--- config.mk ---
export PLATFORM = sky130hd
export DESIGN_NAME = jtframe_rom_rrarb
export DESIGN_NICKNAME = d
export VERILOG_FILES = /design/src/rtl/jtframe_rom_rrarb_pkg.sv /design/src/rtl/jtframe_rom_line.sv /design/src/rtl/jtframe_rom_rrarb.sv
export SDC_FILE = /design/constraint.sdc
export NUM_CORES = 1
export LEC_CHECK = 0
export BUFFER_PORTS_ARGS = -buffer_cell sky130_fd_sc_hd__buf_4
export CORE_ASPECT_RATIO = 0.8
export CORE_MARGIN = 2
export CORE_UTILIZATION = 50
export DETAILED_ROUTE_END_ITERATION = 7
export PLACE_DENSITY = 0.74
export SYNTH_ARGS = -nofsm -noshare
export SYNTH_HDL_FRONTEND = slang
export SYNTH_SLANG_ARGS = --single-unit
--- constraint.sdc ---
create_clock -name clk -period 21 [get_ports clk]
set_input_delay 0 -clock clk [delete_from_list [all_inputs] [get_ports clk]]
set_output_delay 0 -clock clk [all_outputs]
set_load 0.05 [all_outputs]
--- src/rtl/jtframe_rom_rrarb_pkg.sv ---
// Shared definitions for the round-robin SDRAM ROM arbiter: FSM encoding and address helpers.
package jtframe_rom_rrarb_pkg;

  localparam logic [1:0] ST_IDLE = 2'd0;
  localparam logic [1:0] ST_REQ  = 2'd1;
  localparam logic [1:0] ST_WAIT = 2'd2;

  // SDRAM 16-bit word address of a slot access; caller zero-extends and truncates.
  function automatic logic [31:0] word_addr(input logic [31:0] offset,
                                            input logic [31:0] addr,
                                            input logic        dw32);
    logic [31:0] w;
    w = dw32 ? {addr[30:0], 1'b0} : {1'b0, addr[31:2], 1'b0};
    return offset + w;
  endfunction

  // Little-endian byte lane select.
  function automatic logic [7:0] byte_sel(input logic [31:0] d, input logic [1:0] s);
    return d[{s, 3'b000} +: 8];
  endfunction

endpackage

--- src/rtl/jtframe_rom_line.sv ---
// One-line 32-bit ROM cache for a single arbiter slot: valid, tag, data, hit and byte select.
module jtframe_rom_line
  import jtframe_rom_rrarb_pkg::*;
#(
  parameter int unsigned AW   = 18,
  parameter bit          DW32 = 1'b0
) (
  input  logic          clk,
  input  logic          rst,
  input  logic          i_flush,
  input  logic          i_we,
  input  logic          i_cs,
  input  logic [AW-1:0] i_addr,
  input  logic [AW-1:0] i_tag,
  input  logic [31:0]   i_data,
  output logic [AW-1:0] o_tag,
  output logic          o_hit,
  output logic [31:0]   o_dout
);

  logic          r_valid;
  logic [AW-1:0] r_tag;
  logic [31:0]   r_data;

  // Narrow slots tag on the 32-bit word; the two low bits pick the byte.
  assign o_tag  = DW32 ? i_addr : {2'b00, i_addr[AW-1:2]};
  assign o_hit  = i_cs & r_valid & (r_tag == o_tag);
  assign o_dout = DW32 ? r_data : {24'd0, byte_sel(r_data, i_addr[1:0])};

  always_ff @(posedge clk or posedge rst) begin
    if (rst) begin
      r_valid <= 1'b0;
      r_tag   <= '0;
      r_data  <= '0;
    end else if (i_flush) begin
      r_valid <= 1'b0;
    end else if (i_we) begin
      r_valid <= 1'b1;
      r_tag   <= i_tag;
      r_data  <= i_data;
    end
  end

endmodule

--- src/rtl/jtframe_rom_rrarb.sv ---
// Round-robin SDRAM ROM arbiter: per-slot one-line caches sharing a single SDRAM read port.
module jtframe_rom_rrarb
  import jtframe_rom_rrarb_pkg::*;
#(
  parameter int unsigned            SLOTS   = 5,
  parameter int unsigned            AW      = 18,
  parameter int unsigned            SDAW    = 22,
  parameter logic [SLOTS*SDAW-1:0]  OFFSETS = '0,
  parameter logic [SLOTS-1:0]       DW32    = '0
) (
  input  logic                  clk,
  input  logic                  rst,
  input  logic                  i_downloading,
  input  logic                  i_loop_rst,
  input  logic [SLOTS-1:0]      i_slot_cs,
  input  logic [SLOTS*AW-1:0]   i_slot_addr,
  output logic [SLOTS-1:0]      o_slot_ok,
  output logic [SLOTS*32-1:0]   o_slot_dout,
  output logic                  o_sdram_req,
  input  logic                  i_sdram_ack,
  input  logic                  i_data_rdy,
  output logic [SDAW-1:0]       o_sdram_addr,
  input  logic [31:0]           i_data_read,
  output logic                  o_refresh_en
);

  localparam int unsigned IW = (SLOTS > 1) ? $clog2(SLOTS) : 1;

  logic                 w_flush;
  logic [SLOTS-1:0]     w_hit;
  logic [SLOTS-1:0]     w_miss;
  logic [SLOTS-1:0]     w_we;
  logic [AW-1:0]        w_tag   [SLOTS];
  logic [SDAW-1:0]      w_waddr [SLOTS];
  logic                 w_found;
  logic [IW-1:0]        w_pick;

  logic [1:0]           r_state;
  logic [IW-1:0]        r_rr;
  logic [IW-1:0]        r_gnt;
  logic [AW-1:0]        r_tag;
  logic                 r_req;
  logic [SDAW-1:0]      r_addr;

  assign w_flush = i_downloading | i_loop_rst;

  for (genvar gi = 0; gi < SLOTS; gi++) begin : g_slot
    assign w_we[gi] = (r_state == ST_WAIT) & i_data_rdy & ~w_flush & (r_gnt == IW'(gi));
    assign w_waddr[gi] = SDAW'(word_addr({{(32-SDAW){1'b0}}, OFFSETS[gi*SDAW +: SDAW]},
                                         {{(32-AW){1'b0}}, i_slot_addr[gi*AW +: AW]},
                                         DW32[gi]));

    jtframe_rom_line #(
      .AW   (AW),
      .DW32 (DW32[gi])
    ) u_line (
      .clk    (clk),
      .rst    (rst),
      .i_flush(w_flush),
      .i_we   (w_we[gi]),
      .i_cs   (i_slot_cs[gi]),
      .i_addr (i_slot_addr[gi*AW +: AW]),
      .i_tag  (r_tag),
      .i_data (i_data_read),
      .o_tag  (w_tag[gi]),
      .o_hit  (w_hit[gi]),
      .o_dout (o_slot_dout[gi*32 +: 32])
    );
  end

  assign w_miss       = i_slot_cs & ~w_hit;
  // Lines clear one cycle after the flush request, so mask ok during it as well.
  assign o_slot_ok    = w_hit & {SLOTS{~w_flush}};
  assign o_refresh_en = (r_state == ST_IDLE) & ~|w_miss;
  assign o_sdram_req  = r_req;
  assign o_sdram_addr = r_addr;

  // First missing slot after the last grant, wrapping modulo SLOTS.
  always_comb begin
    logic [IW:0] idx;
    w_found = 1'b0;
    w_pick  = '0;
    idx     = '0;
    for (int unsigned k = 1; k <= SLOTS; k++) begin
      idx = {1'b0, r_rr} + (IW+1)'(k);
      if (idx >= (IW+1)'(SLOTS)) idx = idx - (IW+1)'(SLOTS);
      if (!w_found && w_miss[idx[IW-1:0]]) begin
        w_found = 1'b1;
        w_pick  = idx[IW-1:0];
      end
    end
  end

  always_ff @(posedge clk or posedge rst) begin
    if (rst) begin
      r_state <= ST_IDLE;
      r_rr    <= IW'(SLOTS - 1);
      r_gnt   <= '0;
      r_tag   <= '0;
      r_req   <= 1'b0;
      r_addr  <= '0;
    end else if (w_flush) begin
      r_state <= ST_IDLE;
      r_req   <= 1'b0;
    end else begin
      case (r_state)
        ST_IDLE: begin
          if (w_found) begin
            r_gnt   <= w_pick;
            r_rr    <= w_pick;
            r_tag   <= w_tag[w_pick];
            r_addr  <= w_waddr[w_pick];
            r_req   <= 1'b1;
            r_state <= ST_REQ;
          end
        end
        ST_REQ: begin
          if (i_sdram_ack) begin
            r_req   <= 1'b0;
            r_state <= ST_WAIT;
          end
        end
        ST_WAIT: begin
          if (i_data_rdy) r_state <= ST_IDLE;
        end
        default: r_state <= ST_IDLE;
      endcase
    end
  end

endmodule

# After elaboration in Yosys (flattened, before gate mapping)
# Index checks and enable logic that the tools add are counted.
classes:
  add_sub_neg: 10
  n_lt_le_gt_ge: 11
  n_eq_ne: 14
  shift: 5
  muxes: 50
  bitwise_logic: 24
  n_reduce_logical: 26
ops:
  columns: ["op", "n"]
  rows:
  - ["$shiftx 32x6->8", 5]
  - ["$eq 18x16->1", 5]
  - ["$bmux 22 s3", 1]
  - ["$bmux 18 s3", 1]
  - ["$mux 22", 2]
  - ["$mux 18", 2]
  - ["$mux 3", 10]
  - ["$mux 1", 23]
  - ["$ge 4x3->1 const B", 5]
  - ["$lt 3x4->1 const B", 5]
  - ["$and 1x1->1", 18]
  - ["$bmux 1 s3", 5]
  - ["$sub 3x3->3 const B", 5]
  - ["$and 5x5->5", 2]
  - ["$reduce_and 2->1", 5]
  - ["$reduce_bool 2->1", 5]
  - ["$ne 3x3->1 const B", 3]
  - ["$reduce_and 3->1", 3]
  - ["$add 3x2->4 const B", 2]
  - ["$add 3x3->4 const B", 2]
  - ["$mux 2", 4]
  - ["$eq 3x2->1 const B", 2]
  - ["$pmux 2 s3", 1]
  - ["$logic_not 1->1", 5]
  - ["16 further kinds", 19]
word_totals:
  reg_bits: 304
  input_bits: 133
  word_cells: 161

# Logic depth before layout (Yosys ltp)
# Gate-level depths: netlist of run 1.
depth:
  ltp_word: 23
  mapped_depth: 17
  mapped_depth_nobuf: 14

# Modules after synthesis
# A second synthesis of run 1 with hierarchy kept.
unflattened:
  cells_unflattened: 1464
  area_unflattened_um2: 17695.7
modules_own_cells:
  columns: ["mod", "n_inst", "cells_each", "area_per_inst_um2", "seq_area_each_um2"]
  rows:
  - ["jtframe_rom_line", 5, 187, 2636.3, 1276.2]
  - ["jtframe_rom_rrarb", 1, 529, 4514.3, 1027.2]

# Least setup slack after synthesis of run 1
# OpenSTA, ideal clock, no wires.
synth_timing:
  kind: "reg2reg"
  from: "register r_rr[1]"
  to: "register r_tag[6]"
  setup_time_ns: 0.120
  t_arrival_ns: 3.567
  t_required_ns: 20.880
  path_slack_ns: 17.313
  stages_incl_launch_ff: 17
  n_path_buf: 2
  synth_period_minus_slack_ns: 3.687
  path_cell_list: "dfrtp_1 inv_1 ha_1 ha_1 buf_4 inv_1 o31ai_1 xnor2_1 nand3b_1 o22ai_2 or3_4 nor4_4 a221oi_4 buf_6 mux2_4 o22ai_2 o21ai_2"
synth_via:
  elab_chain_len: 22
synth_rtl:
  columns: ["element", "line", "rtl"]
  rows:
  - ["start: declaration", "jtframe_rom_rrarb.sv:39", "logic [IW-1:0] r_rr;"]
  - ["start signal: assignment", "jtframe_rom_rrarb.sv:97", "r_rr <= IW'(SLOTS - 1);"]
  - ["start signal: assignment", "jtframe_rom_rrarb.sv:110", "r_rr <= w_pick;"]
  - ["$add 3x1->4", "jtframe_rom_rrarb.sv:85", "idx = {1'b0, r_rr} + (IW+1)'(k);"]
  - ["$ge 4x3->1 or $sub 3x3->3 (tied branches)", "jtframe_rom_rrarb.sv:86", "if (idx >= (IW+1)'(SLOTS)) idx = idx - (IW+1)'(SLOTS);"]
  - ["$mux 3", "jtframe_rom_rrarb.sv:86", null]
  - ["$bmux 1 s3", "jtframe_rom_rrarb.sv:87", "if (!w_found && w_miss[idx[IW-1:0]]) begin"]
  - ["$mux 1 (not written as such)", "jtframe_rom_rrarb.sv:87", null]
  - ["$mux 1", "jtframe_rom_rrarb.sv:87", null]
  - ["$logic_not 1->1", "jtframe_rom_rrarb.sv:87", null]
  - ["$logic_and 1x1->1", "jtframe_rom_rrarb.sv:87", null]
  - ["[5 not listed]", null, null]
  - ["$logic_and 1x1->1", "jtframe_rom_rrarb.sv:87", null]
  - ["$mux 1", "jtframe_rom_rrarb.sv:87", null]
  - ["$logic_not 1->1", "jtframe_rom_rrarb.sv:87", null]
  - ["$logic_and 1x1->1", "jtframe_rom_rrarb.sv:87", null]
  - ["$mux 3", "jtframe_rom_rrarb.sv:87", null]
  - ["$not 3->4 (not written as such)", "jtframe_rom_rrarb.sv:111", "r_tag <= w_tag[w_pick];"]
  - ["$bmux 18 s3", "jtframe_rom_rrarb.sv:111", null]
  - ["$mux 18 (not written as such) (2 in series)", "jtframe_rom_rrarb.sv:111", null]
  - ["end signal: assignment", "jtframe_rom_rrarb.sv:111", null]
  - ["end: declaration", "jtframe_rom_rrarb.sv:41", "logic [AW-1:0] r_tag;"]
# Parallel ways exist; a longest one is shown, timed or not. The select of a mux whose other input is x is not followed.
# A chain may end at the register's enable or synchronous reset.

# Final worst setup path of run 1
layout_timing:
  from: "register r_rr[0]"
  to: "register r_tag[0]"
# Same word-level chain as after synthesis.

==> results of run 1 <==
-- flip-flops by register name, indices dropped and copies added (netlist names) --
signal and cells:
g_slot.u_line.r_tag 80, o_sdram_req 1, r_rr 3, r_gnt 1, r_state 2, r_tag 16, g_slot.u_line.r_valid 5, g_slot.u_line.r_data 160
-- through the flow --
| step | hold slack (ns) | setup WS [ns] | cell area [um2] |
|---|---|---|---|
| after floorplan | 0.113 | 13.62 | 15000 |
| after global placement | 0.225 | 16.04 | 15800 |
| after detailed placement | 0.239 | 15.91 | 15800 |
| after CTS | 0.226 | 14.83 | 17500 |
| after global routing | 0.242 | 14.60 | 17500 |
| final | 0.230 | 14.96 | 17500 |
-- worst reg2reg max path, stage by stage (launching register included) --
cell and delay, ns:
dfrtp_1 0.84, inv_2 0.30, ha_1 0.29, ha_1 0.47, inv_1 0.15, o31ai_1 0.29, xnor2_1 0.24, nand3b_1 0.17
o22ai_2 0.10, or3_4 0.42, nor4_4 0.41, a31o_2 0.76, o22ai_1 0.22, dlygate4sd3_1 0.62, o21ai_1 0.14, dlygate4sd3_1 0.56
-- power groups by stage --
stage	registers (mW)	clock network, mW	logic (mW)
6_report	0.626	0.468	1.09
5_1_grt	0.634	0.497	1.16
4_1_cts	0.625	0.477	1.06
3_5_place_dp	0.634	0	0.911
3_3_place_gp	0.631	0	0.900
2_1_floorplan	0.664	0	0.735
-- cells by family after synthesis --
| kind of cell | Yosys count |
|---|---|
| multiplexers | 316 |
| flip-flops | 268 |
| adder cells (fa/ha/maj) | 12 |
| other | 1 |
| XOR/XNOR | 87 |
| AO/OA/AOI/OAI | 121 |
| AND/OR/NAND/NOR | 140 |
| buffers and inverters | 199 |
-- cell usage in the layout, fill, tap and decap left out, types with 16 or more instances in the layout --
cell           instances
conb_1               126
mux2i_1               20
nand2_1               43
a31o_1                16
mux2_2               243
dfrtp_1              267
xnor2_1               32
mux4_2                40
clkbuf_16             28
xor2_1                55
o22ai_1               18
dlygate4sd3_1         88
buf_4                205
o21ai_1               17
-- cell type report --
class / instances / area (um2) / area share [%]
multi-input combinational: 802 / 7030 / 40.1
sequential: 268 / 6710 / 38.3
timing repair buffer: 293 / 2420 / 13.8
clock buffer: 44 / 801 / 4.57
tap: 370 / 463 / 2.64
inverter: 14 / 60.1 / 0.342
clock inverter: 4 / 48.8 / 0.278
antenna: 1 / 2.50 / 0.0143
-- per-layer routing --
layer,wire length [um],up-vias
met5,0,-
met4,773,0
met3,2970,61
met2,17600,373
met1,17000,5034
li1,-,4400
-- worst min path at each step --
stage / slack (ns) / cells past startpoint / start / to
after floorplan: 0.11 / 1 / i_sdram_ack / r_state[0]
after global placement: 0.23 / 2 / i_sdram_ack / r_state[0]
after detailed placement: 0.24 / 2 / i_sdram_ack / r_state[0]
after CTS: 0.23 / 3 / i_data_read[6] / g_slot[2].u_line.r_data[6]
after global routing: 0.24 / 3 / i_data_read[30] / g_slot[2].u_line.r_data[30]
final: 0.23 / 3 / rst / g_slot[2].u_line.r_data[16]
==> out/results.ini, run 1 <==
[setup_path]
rrSetupSlack_ns = 14.96
max_stage_delay_ns = 0.84
critical_path.cell_chain = inv_2 > ha_1 > ha_1 > inv_1 > o31ai_1 > xnor2_1 > nand3b_1 > o22ai_2 > or3_4 > nor4_4 > a31o_2 > o22ai_1 > dlygate4sd3_1 > o21ai_1 > dlygate4sd3_1
crit_end = r_tag[0]
path_buf_inv = 4
cp.required_ns = 21.50
rr_endpoint = r_tag[0]
critPathLaunchType = flop
path_max_fanout = 33
startpoint = r_rr[0]
worst-path-stages = 15
critPathKind = flop to flop
r2r_start = r_rr[0]
crit_family = buffers and inverters
arrival_ns = 6.54
cp-end-kind = flop
r2r_cells = 15
slowest_stage = dfrtp_1

[routing]
route.detailed.drc = 0
vias = 9868
drt_iter0_drc = 662
drt-total-wl_um = 38400
wl_per_cell_um = 21.4
detail_route.first_pass.iterations = 5
vias_per_cell = 5.49
drt.antenna.violating_nets = 0

[synthesis]
synth-compound-area-share_pct = 5.78
netlist-cell-type-count = 68
synth_top_family_by_area = multiplexers
synth_warnings = 0
synthArstFlopShare_pct = 100
synth_top_area_share_pct = 46.0
synth_seq_cells = 268
synth_xor_area_share_pct = 5.24
synth_most_common_cell = dfrtp_1
synthAdderAreaFrac_pct = 1.08
postSynthAreaPerCell_um2 = 12.7
synth_area_leaders = dfrtp_1, mux2_2, buf_4
synth_largest_area_cell = dfrtp_1
synth_ff_type = dfrtp_1
synth-seq-area-share_pct = 46.1
syn-instance-count = 1144
ys_top_cells_by_count = dfrtp_1, mux2_2, buf_4
syn-cell-area_mm2 = 0.0145
synth.area.mux_share_pct = 27.7
synth_edf_count = 0
synth_simple_gate_area_share_pct = 5.19

[die]
die_area_mm2 = 0.0305
start_util_pct = 51.2
pin_count = 322
die_w_um = 195
fp.dieH_um = 157
core.rowCount = 55
core_area_mm2 = 0.0284

[worst_hold_path]
hp-class = input pin to asynchronous set/reset pin

[grt]
met2_usage_pct = 40.2
grt-busiest-layer = met2
grtUsageMet1_pct = 35.0
grt_max_degree = 143
grt_pass1_wl_um = 58900
grt_usage_pct = 25.2
grt_overflow = 0
first_global_vias = 10100
grt_util_met3_pct = 6.19
antenna_found_initial = 1

[power]
finalPower_mw = 2.18
p_int_mw = 1.32
combinationalPowerShare_pct = 49.9
power_frac_seq_pct = 28.7
p_clk_share_pct = 21.4
p_leak_nw = 8.91
p_sw_uw = 867
p_sw_share_pct = 39.7
ir_drop_mv = 0.158
power_density_mw_per_mm2 = 124

[timing]
fin_crit_ns = 6.04
rsz0062_at_grt = no
relSlewSlack_pct = 34.5
setup_viol = 0
max_freq_mhz = 166
tns_ns = 0
finalCritPeriodShare_pct = 28.8
fin_skew_ns = 0.0235
report.final.slew_viol_count = 0
final_hold_viol_count = 0
worst_slew_pin_slew_ns = 0.982

[clock_network]
clkTransAtPathRegs_ns = 0.06
cts-buffers-inserted = 28
cts_resized = 0
postCtsSetupBuffers = 0
cts_max_path_buffers = 3
cts_sinks = 268
cts_tree = done
htree_levels = 1
clk_latency_ns = 0.57
cts-root-buf = clkbuf_16
ctsHoldBuffers = 88

[placed_design]
place_congestion = 0.945
place.detailed.hpwl_um = 26400
numPortBuffers = 195
placedCellCount = 1659

[outcome]
status = finished, final reports clean

[cells_and_area]
final_core_util_pct = 61.7
fillCellCount = 2180
fin_nets = 1552
final_cell_count_no_fill = 1796
syn_to_final_growth_pct = 20.6
drive_gt1_share_pct = 39.3

[run]
maxCapViolCount = 0

No activity file was read; power rests on OpenSTA's default activity.
==> run 2: changes to the inputs <==
Clock period 21 ns to 5.6 ns, I/O delays scaled along.
==> run 2 against run 1 <==
Against the previous run: die area unchanged; hold slack got worse by 0.074 ns; clock skew fell by 0.0063 ns; critical path depth rose by 3; design area is 0.71% higher; sequential power grew to 3.7 times the previous value; register-to-register slack got worse by 15 ns; clock power rose to 4.0 times the previous value; sequential share of layout area down 0.27 points; power rose to 3.9 times the previous value; flip-flop and latch count did not move; setup slack got worse by 15 ns; largest power group unchanged; highest routed layer is now met5.
==> out/results.ini, run 2 (same netlist as run 1, synthesis figures left out) <==
[routing]
route.detailed.drc = 0
detail_route.first_pass.iterations = 5
wl_per_cell_um = 21.1
vias = 9989
vias_per_cell = 5.55
drt.antenna.violating_nets = 0
drt-total-wl_um = 37900
drt_iter0_drc = 529

[run]
maxCapViolCount = 0

[timing]
worst_slew_pin_slew_ns = 0.985
max_freq_mhz = 187
fin_skew_ns = 0.0172
setup_viol = 0
hold-worst-slack_ns = 0.156
fin_crit_ns = 5.33
report.final.slew_viol_count = 0
finalCritPeriodShare_pct = 95.3
relSlewSlack_pct = 34.3
tns_ns = 0
final_hold_viol_count = 0

[setup_path]
critical_path.cell_chain = buf_4 > inv_2 > ha_1 > inv_1 > fa_1 > a21oi_1 > xnor2_1 > o211ai_1 > a21o_1 > a21oi_1 > a41o_1 > a221oi_4 > buf_8 > mux2_4 > o22ai_1 > dlygate4sd3_1 > o21ai_1 > dlygate4sd3_1
max_stage_delay_ns = 0.58
arrival_ns = 5.77
critPathLaunchType = flop
rrSetupSlack_ns = 0.27
crit_family = buffers and inverters
worst-path-stages = 18
slowest_stage = dlygate4sd3_1
r2r_cells = 18
cp.required_ns = 6.03
path_buf_inv = 6
critPathKind = flop to flop
cp-end-kind = flop
path_max_fanout = 33
r2r_start = r_rr[0]
rr_endpoint = r_tag[5]

[placed_design]
place.detailed.hpwl_um = 26200
place_congestion = 0.910
numPortBuffers = 195
post_dp_cell_area_mm2 = 0.0158

[cells_and_area]
fin_area_mm2 = 0.0177
fin_nets = 1557
antenna_cells = 0
reg_top3 = g_slot.u_line.r_data x160, g_slot.u_line.r_tag x80, r_tag x16
regMostFlops = g_slot.u_line.r_data
drive_gt1_share_pct = 39.8
syn_to_final_growth_pct = 21.5
final_common_cell = dfrtp_1
mostFrequentLayoutCells = dfrtp_1, mux2_2, buf_4
final_core_util_pct = 62.1
largest_reg_flops = 160

[power]
p_clk_share_pct = 22.0
ir_drop_mv = 0.579
p_sw_mw = 3.31
power_frac_seq_pct = 27.6
p_leak_nw = 8.97
power_density_mw_per_mm2 = 477
combinationalPowerShare_pct = 50.4
p_int_mw = 5.10
p_sw_share_pct = 39.4
finalPower_mw = 8.42

[die]
die_w_um = 195
start_util_pct = 51.2
die_area_mm2 = 0.0305
core_area_mm2 = 0.0284
core.rowCount = 55
pin_count = 322
fp.dieH_um = 157

[grt]
grt_usage_pct = 24.9
antenna_found_initial = 1
grt_overflow = 0
grt_pass1_wl_um = 58600
first_global_vias = 10100
grt_max_degree = 161

[worst_hold_path]
hp-class = input pin to asynchronous set/reset pin

[clock_network]
cts_tree = done
clkTransAtPathRegs_ns = 0.06
cts_max_path_buffers = 3
clk_latency_ns = 0.55
cts-buffers-inserted = 28
htree_levels = 1
cts-root-buf = clkbuf_16
cts_sinks = 268

[outcome]
status = finished, final reports clean

-- run 2: final cells by class --
type                    count  area [um2]
multi-input cells         802        7050
repair buffers            298        2480
inverters                  14        56.3
flip-flops and latches    268        6710
well taps                 370         463
clock inverters             8         105
clock buffers              41         800
fillers                  2228       10800
-- run 2: stage by stage --
| step | setup WS (ns) | instances |
|---|---|---|
| final | 0.265 | 1801 |
| after global routing | -0.0179 | 1801 |
| after CTS | 0.0603 | 1800 |
| after detailed placement | 1.09 | 1662 |
| after global placement | 1.19 | 1662 |
| after floorplan | 1.91 | 1269 |
-- run 2: what timing repair did --
| item | in CTS | in global routing |
|---|---|---|
| resized for setup | 0 | 7 |
| buffers inserted | 0 | 1 |
| endpoints found under the setup margin | 0 | 15 |
| hold endpoints to repair | 218 | 0 |
| hold buffers | 89 | 0 |
-- run 2: power by group through the flow --
| stage | Combinational, mW | Sequential (mW) | Clock (mW) |
|---|---|---|---|
| finish | 4.24 | 2.33 | 1.85 |
| global placement | 3.45 | 2.35 | 0 |
| CTS | 4.06 | 2.32 | 1.89 |
| global route | 4.53 | 2.36 | 1.96 |
| detailed placement | 3.51 | 2.36 | 0 |
| floorplan | 2.76 | 2.49 | 0 |
-- run 2: how the worst max path moves through the flow --
stage	startpoint	to	slack [ns]
6_report	r_rr[0]	r_tag[5]	0.27
5_1_grt	r_rr[0]	r_tag[14]	-0.02
4_1_cts	r_rr[0]	r_tag[5]	0.06
3_5_place_dp	r_rr[0]	r_tag[0]	1.09
3_3_place_gp	r_rr[0]	r_tag[2]	1.19
2_1_floorplan	r_rr[1]	r_tag[6]	1.91
-- run 2: tightest hold or removal path, delay by kind of cell --
| kind | cells | cell delay, ns |
|---|---|---|
| buffers and inverters | 3 | 1.20 |
-- run 2: layer usage --
metal	global-route usage [%]	part of all wire, %	wire (um)
met1	35.9	45	17000
met2	38.8	46	17300
met3	4.94	7.0	2660
met4	6.70	2.4	903
met5	0	0.034	13
==> run 3: changes to the inputs <==
Settings changed: RECOVER_POWER set to 25.
==> run 3 against run 2 <==
Against the previous run: flip-flop and latch count stayed put; critical path depth shrank 4; cell count stayed put; highest routed layer unchanged; sequential power is essentially flat; design area shrank 0.82%; register-to-register slack lost 0.04 ns; largest power group unchanged; global-route usage unchanged; clock-buffer cell count did not move; the flow now finishes with violations (capacitance limit, slew limit); largest cell class unchanged.
==> out/results.ini, run 3 (same netlist as run 1, synthesis figures left out) <==
[cells_and_area]
syn_to_final_growth_pct = 20.5
largest_reg_flops = 160
reg_top3 = g_slot.u_line.r_data x160, g_slot.u_line.r_tag x80, r_tag x16
final_cell_count_no_fill = 1801
drive_gt1_share_pct = 37.5
fin_nets = 1557
regMostFlops = g_slot.u_line.r_data
antenna_cells = 0
mostFrequentLayoutCells = dfrtp_1, mux2_2, buf_4
final_common_cell = dfrtp_1

[clock_network]
cts-buffers-inserted = 28
cts_tree = done
cts_max_path_buffers = 3
htree_levels = 1
clkTransAtPathRegs_ns = 0.06
cts-root-buf = clkbuf_16
cts_sinks = 268
clk_latency_ns = 0.55

[setup_path]
critPathLaunchType = flop
rrSetupSlack_ns = 0.22
arrival_ns = 5.81
cp.required_ns = 6.03
critPathKind = flop to flop
cp-end-kind = flop
path_max_fanout = 33

[grt]
grtUsageMet1_pct = 35.9
grt-busiest-layer = met2
first_global_vias = 10100
grt_max_degree = 161
grt_overflow = 0
antenna_found_initial = 1
grt_util_met3_pct = 4.94
grt_pass1_wl_um = 58600
met2_usage_pct = 38.8
grt_usage_pct = 24.9

[timing]
final_hold_viol_count = 0
max_freq_mhz = 186
relSlewSlack_pct = -132
report.final.slew_viol_count = 198
hold-worst-slack_ns = 0.269
worst_slew_pin_slew_ns = 3.48
setup_viol = 0
finalCritPeriodShare_pct = 96.1
fin_skew_ns = 0.0167
fin_crit_ns = 5.38
tns_ns = 0

[power]
finalPower_mw = 8.37
power_density_mw_per_mm2 = 478
p_leak_nw = 8.83
ir_drop_mv = 0.582

[die]
core_area_mm2 = 0.0284
pin_count = 322
die_w_um = 195
die_area_mm2 = 0.0305
start_util_pct = 51.2
fp.dieH_um = 157
core.rowCount = 55

[placed_design]
placedCellCount = 1662
place.detailed.hpwl_um = 26200
numPortBuffers = 195
place_congestion = 0.910

[routing]
vias = 10000
drt.antenna.violating_nets = 0
drt_iter0_drc = 560
detail_route.first_pass.iterations = 5
wl_per_cell_um = 21.0
route.detailed.drc = 0
drt-total-wl_um = 37900
vias_per_cell = 5.55

[outcome]
status = finished with violations
violations = capacitance limit, slew limit

[worst_hold_path]
hp-class = input pin to flop

[run]
maxCapViolCount = 2

-- run 3: cell count changes in the layout (fill, tap and decap cells not counted), sizes merged --
cell | previous run | this run
clkbuf | 41 | 76
buf | 209 | 174
-- run 3: worst paths after layout --
| path | endpoint | cells past startpoint | start |
|---|---|---|---|
| max | r_tag[5] | 14 | g_slot[3].u_line.r_tag[12] |
| min | g_slot[0].u_line.r_data[6] | 3 | i_data_read[6] |
| max reg2reg | r_tag[5] | 14 | g_slot[3].u_line.r_tag[12] |
| min reg2reg | g_slot[1].u_line.r_valid | 2 | g_slot[1].u_line.r_valid |
| max in group asynchronous | g_slot[1].u_line.r_data[27] | 4 | rst |
| min in group asynchronous | g_slot[4].u_line.r_tag[9] | 3 | rst |
-- run 3: area by class of cell --
type	count	area, um2
Clock buffer	41	800
Multi-Input combinational cell	802	7050
Fill cell	2271	10900
Inverter	14	53.8
Sequential cell	268	6710
Timing Repair Buffer	298	2340
Tap cell	370	463
Clock inverter	8	105
-- run 3: stage by stage --
| stage | utilization [%] | area (um2) | setup WS, ns |
|---|---|---|---|
| finish | 61.6 | 17500 | 0.221 |
| global route | 61.6 | 17500 | -0.0179 |
| CTS | 62.0 | 17600 | 0.0603 |
| detailed placement | 55.7 | 15800 | 1.09 |
| global placement | 55.7 | 15800 | 1.19 |
| floorplan | - | 15000 | 1.91 |
-- run 3: timing repair --
| action | CTS | global route |
|---|---|---|
| endpoints found under the setup margin | 0 | 15 |
| endpoints found under the hold margin | 218 | 0 |
| resized for setup | 0 | 7 |
| hold buffers | 89 | 0 |
| setup buffers | 0 | 1 |
-- run 3: per-layer routing --
layer  part of all wire, %  wire length, um  vias up
li1                      -                -     4421
met1                    45            16900     5119
met2                    46            17300      389
met3                   7.4             2800       72
met4                   2.4              911        2
met5                 0.034               13        -
-- run 3: where the power goes --
group          switching [mW]  internal, mW  leakage [nW]  total [mW]
registers               0.205          2.12          3.70        2.33
logic                    2.34          1.85          4.69        4.19
clock network           0.774          1.08         0.446        1.85
total                    3.32          5.05          8.83        8.37
-- run 3: critical path, cell delays in order, from the launching register on --
cell	delay, ns
dfrtp_1	0.38
xor2_1	0.17
nor4_1	0.83
nand4_1	0.39
o21ai_2	0.33
mux2i_1	0.11
a22oi_1	0.43
o31ai_1	0.20
a221oi_4	0.29
buf_8	0.37
mux2_4	0.34
o22ai_1	0.12
dlygate4sd3_1	0.58
o21ai_1	0.09
dlygate4sd3_1	0.57
